### config.mk
export PLATFORM = sky130hd
export DESIGN_NAME = cpu16_core_flat
export DESIGN_NICKNAME = d
export VERILOG_FILES = /design/src/rtl/cpu16_core_if.sv /design/src/rtl/cpu16_core.sv /design/src/flat_wrapper.sv
export SDC_FILE = /design/constraint.sdc
export NUM_CORES = 2
export LEC_CHECK = 0
export CORE_MARGIN = 2
export CORE_UTILIZATION = 55
export CTS_CLUSTER_DIAMETER = 200
export DETAILED_ROUTE_END_ITERATION = 6
export PLACE_DENSITY_LB_ADDON = 0.12
export RECOVER_POWER = 100
export SLEW_MARGIN = 10
export SYNTH_ARGS = -nofsm -noshare
export SYNTH_HDL_FRONTEND = slang
export SYNTH_SLANG_ARGS = --single-unit
### constraint.sdc
create_clock -name CLOCK_50 -period 20.7 [get_ports CLOCK_50]
set_clock_uncertainty 0.05 [all_clocks]
set_input_delay 4.14 -clock CLOCK_50 [delete_from_list [all_inputs] [get_ports CLOCK_50]]
set_output_delay 4.14 -clock CLOCK_50 [all_outputs]
set_load 0.005 [all_outputs]
### src/rtl/cpu16_core_if.sv
// cpu16_core_if: instruction ROM bus plus status and debug read port of the core
interface cpu16_core_if;
  logic [11:0] pc;
  logic [15:0] inst;
  logic        retire;
  logic        halted;
  logic [3:0]  dbg_sel;
  logic [15:0] dbg_data;
  modport master (output pc, retire, halted, dbg_data, input inst, dbg_sel);
  modport slave (input pc, retire, halted, dbg_data, output inst, dbg_sel);
endinterface

### src/rtl/cpu16_core.sv
// cpu16_core: 16-bit multicycle core, FETCH/DECODE/EXECUTE/WRITEBACK, one instruction per 4 clocks
module cpu16_core #(
  parameter logic [11:0] RESET_PC = 12'h000
) (
  input logic CLOCK_50,
  input logic reset,
  cpu16_core_if.master bus
);
  typedef enum logic [2:0] {FETCH, DECODE, EXECUTE, WRITEBACK, HALTED} state_t;
  state_t state, next_state;
  logic [15:0] regs [16];
  logic [15:0] ir, res, hi, hi_c, alu, ra_v, rb_v, rc_v;
  logic [31:0] prod;
  logic [11:0] pc;
  logic zero, halted, wen;
  wire [3:0] op = ir[15:12];
  wire [3:0] rc = ir[11:8];
  assign ra_v = regs[ir[7:4]];
  assign rb_v = regs[ir[3:0]];
  assign rc_v = regs[rc];
  assign prod = {16'd0, ra_v} * {16'd0, rb_v};
  assign wen = op <= 4'hA || op == 4'hD;
  assign bus.pc = pc;
  assign bus.halted = halted;
  assign bus.retire = state == WRITEBACK;
  assign bus.dbg_data = regs[bus.dbg_sel];
  always_comb begin
    next_state = HALTED;
    case (state)
      FETCH:     next_state = DECODE;
      DECODE:    next_state = EXECUTE;
      EXECUTE:   next_state = WRITEBACK;
      WRITEBACK: next_state = op == 4'hF ? HALTED : FETCH;
      default:   next_state = HALTED;
    endcase
  end
  always_comb begin
    alu = '0;
    case (op)
      4'h0: alu = ra_v + rb_v;
      4'h1: alu = ra_v - rb_v;
      4'h2: alu = ra_v & rb_v;
      4'h3: alu = ra_v | rb_v;
      4'h4: alu = ra_v ^ rb_v;
      4'h5: alu = {15'd0, $signed(ra_v) < $signed(rb_v)};
      4'h6: alu = ra_v << ir[3:0];
      4'h7: alu = ra_v >> ir[3:0];
      4'h8: alu = ra_v + {12'd0, ir[3:0]};
      4'h9: alu = prod[15:0];
      4'hA: alu = hi;
      4'hB: alu = rc_v;
      4'hD: alu = {{8{ir[7]}}, ir[7:0]};
      default: alu = '0;
    endcase
  end
  // R0 is reset to zero and never written, so plain array reads give the hard-wired zero
  always_ff @(posedge CLOCK_50) begin
    if (reset) begin
      state <= FETCH;
      pc <= RESET_PC;
      ir <= '0;
      hi <= '0;
      hi_c <= '0;
      res <= '0;
      zero <= 1'b0;
      halted <= 1'b0;
      for (int i = 0; i < 16; i++) regs[i] <= '0;
    end else begin
      state <= next_state;
      if (state == DECODE) ir <= bus.inst;
      if (state == EXECUTE) begin
        res <= alu;
        zero <= alu == '0;
        hi_c <= prod[31:16];
      end
      if (state == WRITEBACK) begin
        if (wen && rc != 4'd0) regs[rc] <= res;
        if (op == 4'h9) hi <= hi_c;
        if (op == 4'hF) halted <= 1'b1;
        pc <= op == 4'hB ? (zero ? {4'h0, ir[7:0]} : pc + 12'd1) :
              op == 4'hC ? ir[11:0] :
              op == 4'hF ? pc : pc + 12'd1;
      end
    end
  end
endmodule

### src/flat_wrapper.sv
// flat-port wrapper written by rule: the top's interface ports become plain ports
module cpu16_core_flat 
#(
  parameter logic [11:0] RESET_PC = 12'h000
)
  (CLOCK_50, reset, bus_pc, bus_retire, bus_halted, bus_dbg_data, bus_inst, bus_dbg_sel);
  cpu16_core_if bus_i ();
  input logic CLOCK_50;
  input logic reset;
  output wire logic [$bits(bus_i.pc)-1:0] bus_pc;
  output wire logic [$bits(bus_i.retire)-1:0] bus_retire;
  output wire logic [$bits(bus_i.halted)-1:0] bus_halted;
  output wire logic [$bits(bus_i.dbg_data)-1:0] bus_dbg_data;
  input wire logic [$bits(bus_i.inst)-1:0] bus_inst;
  input wire logic [$bits(bus_i.dbg_sel)-1:0] bus_dbg_sel;
  assign bus_pc = bus_i.pc;
  assign bus_retire = bus_i.retire;
  assign bus_halted = bus_i.halted;
  assign bus_dbg_data = bus_i.dbg_data;
  assign bus_i.inst = bus_inst;
  assign bus_i.dbg_sel = bus_dbg_sel;
  cpu16_core #(.RESET_PC(RESET_PC)) u_core (.CLOCK_50(CLOCK_50), .reset(reset), .bus(bus_i));
endmodule
==> impl_metrics.tcl <==
set metrics [dict create \
    crit_path_frequent_cell "fa_1" \
    slowest_stage "clkbuf_1" \
    vias 29551 \
    hold_ws_ps 408 \
    synth_top_cells_by_area "edfxtp_1, mux4_2, fa_1" \
    grt_pass1_vias 29256 \
    post_drt_wl_per_cell_um 34.0 \
    r2r_cells 27 \
    cts_resized 0 \
    stdcell_area_mm2 0.0369 \
    path_class "reg -> reg" \
    firstDrtPassIters 7 \
    relSlewSlack_pct -195 \
    finalHoldViolations 0 \
    cp_max_fo 49 \
    synth_edf_count 256 \
    num_rows 91 \
    yosysTopAreaCell "edfxtp_1" \
    io_buffers 51 \
    status "complete, but fails checks" \
    violations "max-capacitance violations, max-slew violations" \
    start_util_pct 55.7 \
    antenna_found_initial 2 \
    grt_usage_pct 44.3 \
    cts_buffers 40 \
    die-area_mm2 0.0647 \
    period_minus_slack_ps 14080 \
    clk_pin_slew_ps 70 \
    critPathArrivalTime_ps 14550 \
    clockBufferDepth 3 \
    synth_cell_type_count 99 \
    place_hpwl_mm 99.4 \
    grt_pass1_wl_mm 203 \
    die_w_um 254 \
    holdPathStages 2 \
    routabilityCongestion 1.12 \
    synth_area_per_cell_um2 10.3 \
    finalCritPeriodShare_pct 68.0 \
    min_to "u_core.hi_c[8]" \
    design.core.area_mm2 0.0618 \
    ios 52 \
    setup_slack_ps 6620 \
    cts_tree "done" \
    cts_root_buf "clkbuf_16" \
    critPathMaxStageDelay_ps 3140 \
    htreeDepth 2 \
    syn2layout_area_growth_pct 7.02 \
    timing.rr.end "u_core.zero" \
    grt_max_degree 66 \
    synthesis.instances 3354 \
    synthArstFlopShare_pct 0 \
    critPathCaptureType "register" \
    rsz0062_at_grt "no" \
    cp.required_ps 21180 \
    die_y_um 254 \
    fmax_ghz 0.0710 \
    ys_warn_count 0 \
    postPlaceCellArea_mm2 0.0357 \
    nets 3678 \
    rrSetupSlack_ps 6620 \
    drive_gt1_share_pct 13.7 \
    crit_path_start_kind "register" \
    synth_top_flop_cell "edfxtp_1" \
    yosysTopAreaCellShare_pct 22.3 \
    drcViolationCount 0 \
    clk_latency_ps 600 \
    max_cap_violations 26 \
    antenna_left 0 \
    ys_ff_latch 349 \
    vias_per_cell 7.10 \
    final-max-slew-violation-count 597 \
    setup_viol 0 \
    fin_setup_tns_ps 0 \
    place_ws_ps 9490 \
    overflow 0 \
    drt-initial-drc-count 4194 \
    wl_mm 142 \
    hp-start "u_core.hi_c[8]" \
    seq_area_frac_synth_pct 27.7 \
    tightest_slew_ps 4420 \
    cts_sinks 349 \
    synth_area_mm2 0.0345 \
    hold_class "reg -> reg" \
    postCtsHoldBufs 0 \
    postCtsSetupBuffers 0 \
]
[logic make-up (layout without fill, tap and decap cells)]
kind of cell    after synthesis  after routing  share of synthesized area [%]
compound gates              528            528                           10.7
xor+xnor                     44             44                           1.12
fa+ha+maj                   364            364                           17.5
buf+inv                     534            488                           6.21
flops                       349            349                           27.7
mux                         360            360                           19.9
other cells                   1             20                         0.0109
simple gates               1174           1174                           16.9
[worst max-delay path: cells and delay by family (launching register included)]
family	cells	cell delay, ps
AND/OR/NAND/NOR	4	1180
flip-flops	1	1080
multiplexers	2	1100
adder cells (fa/ha/maj)	8	3230
AO/OA/AOI/OAI	5	2080
XOR/XNOR	1	200
buffers and inverters	7	5000
[how the worst max path moves through the flow]
stage | slack (ps) | to | from
CTS | 9480 | bus_dbg_data[3] | bus_dbg_sel[0]
global placement | 9550 | bus_dbg_data[11] | bus_dbg_sel[0]
floorplan | 10420 | bus_dbg_data[0] | bus_dbg_sel[0]
global route | 5840 | u_core.zero | register
finish | 6620 | u_core.zero | register
detailed placement | 9490 | bus_dbg_data[3] | bus_dbg_sel[0]
[through the flow]
stage	std cells	utilization (%)
global placement	4087	57.7
detailed placement	4087	57.7
floorplan	3369	-
global route	4160	59.6
CTS	4160	59.8
finish	4164	59.6
[area by class of cell]
cell class,instances,area (um2)
Clock inverter,22,208
Timing Repair Buffer,136,1060
Inverter,279,1050
Multi-Input combinational cell,2486,22800
Antenna cell,4,10.0
Sequential cell,349,9570
Fill cell,5153,25000
Clock buffer,51,1110
Tap cell,837,1050
[flip-flops by register name (all words and copies together) (netlist names), named ones only]
signal / flops
u_core.hi: 16
u_core.bus.halted: 1
u_core.bus.pc: 12
u_core.hi_c: 16
u_core.res: 16
u_core.state: 3
u_core.regs: 256
u_core.zero: 1
u_core.ir: 16
[cell usage after synthesis (30+ instances only)]
library cell and number:
nand2_1 327, nor2_1 293, inv_1 263, mux4_2 257, edfxtp_1 256, and2_1 254
fa_1 196, clkbuf_1 175, ha_1 168, a21oi_1 136, dfxtp_1 93, mux2i_1 80
o21ai_0 66, nor3_1 60, a22oi_1 44, a211oi_1 39, nand3_1 37, buf_1 35
nor2b_1 33, xnor2_1 30
[placed cells by master (no fill, tap or decap), drive strengths merged, types with 19 or more instances in the layout]
cell type,count
nand2,327
nor2,293
inv,277
mux4,257
edfxtp,256
and2,255
fa,196
ha,168
a21oi,137
dfxtp,93
mux2i,81
o21ai,74
clkbuf,72
buf,67
nor3,60
a22oi,44
a211oi,39
nand3,37
nor2b,33
xnor2,30
dlygate4sd3,29
or2,25
mux2,22
nor3b,22
nand4,19
clkdlybuf4s50,19
a31oi,19
clkinv,19
[metal layers]
layer  share of wire, %  GRT usage [%]  routed length, um  vias up
met4                9.2           33.2              13000        2
met2                 45           68.8              63700     2359
met5             0.0071              0                 10        -
li1                   -              -                  -    11967
met3                 12           11.6              16600      686
met1                 34           53.3              48400    14537
Power is left out: the tool's default activity adds up to more than one toggle a clock period on the data nets, which glitch-free logic cannot reach.
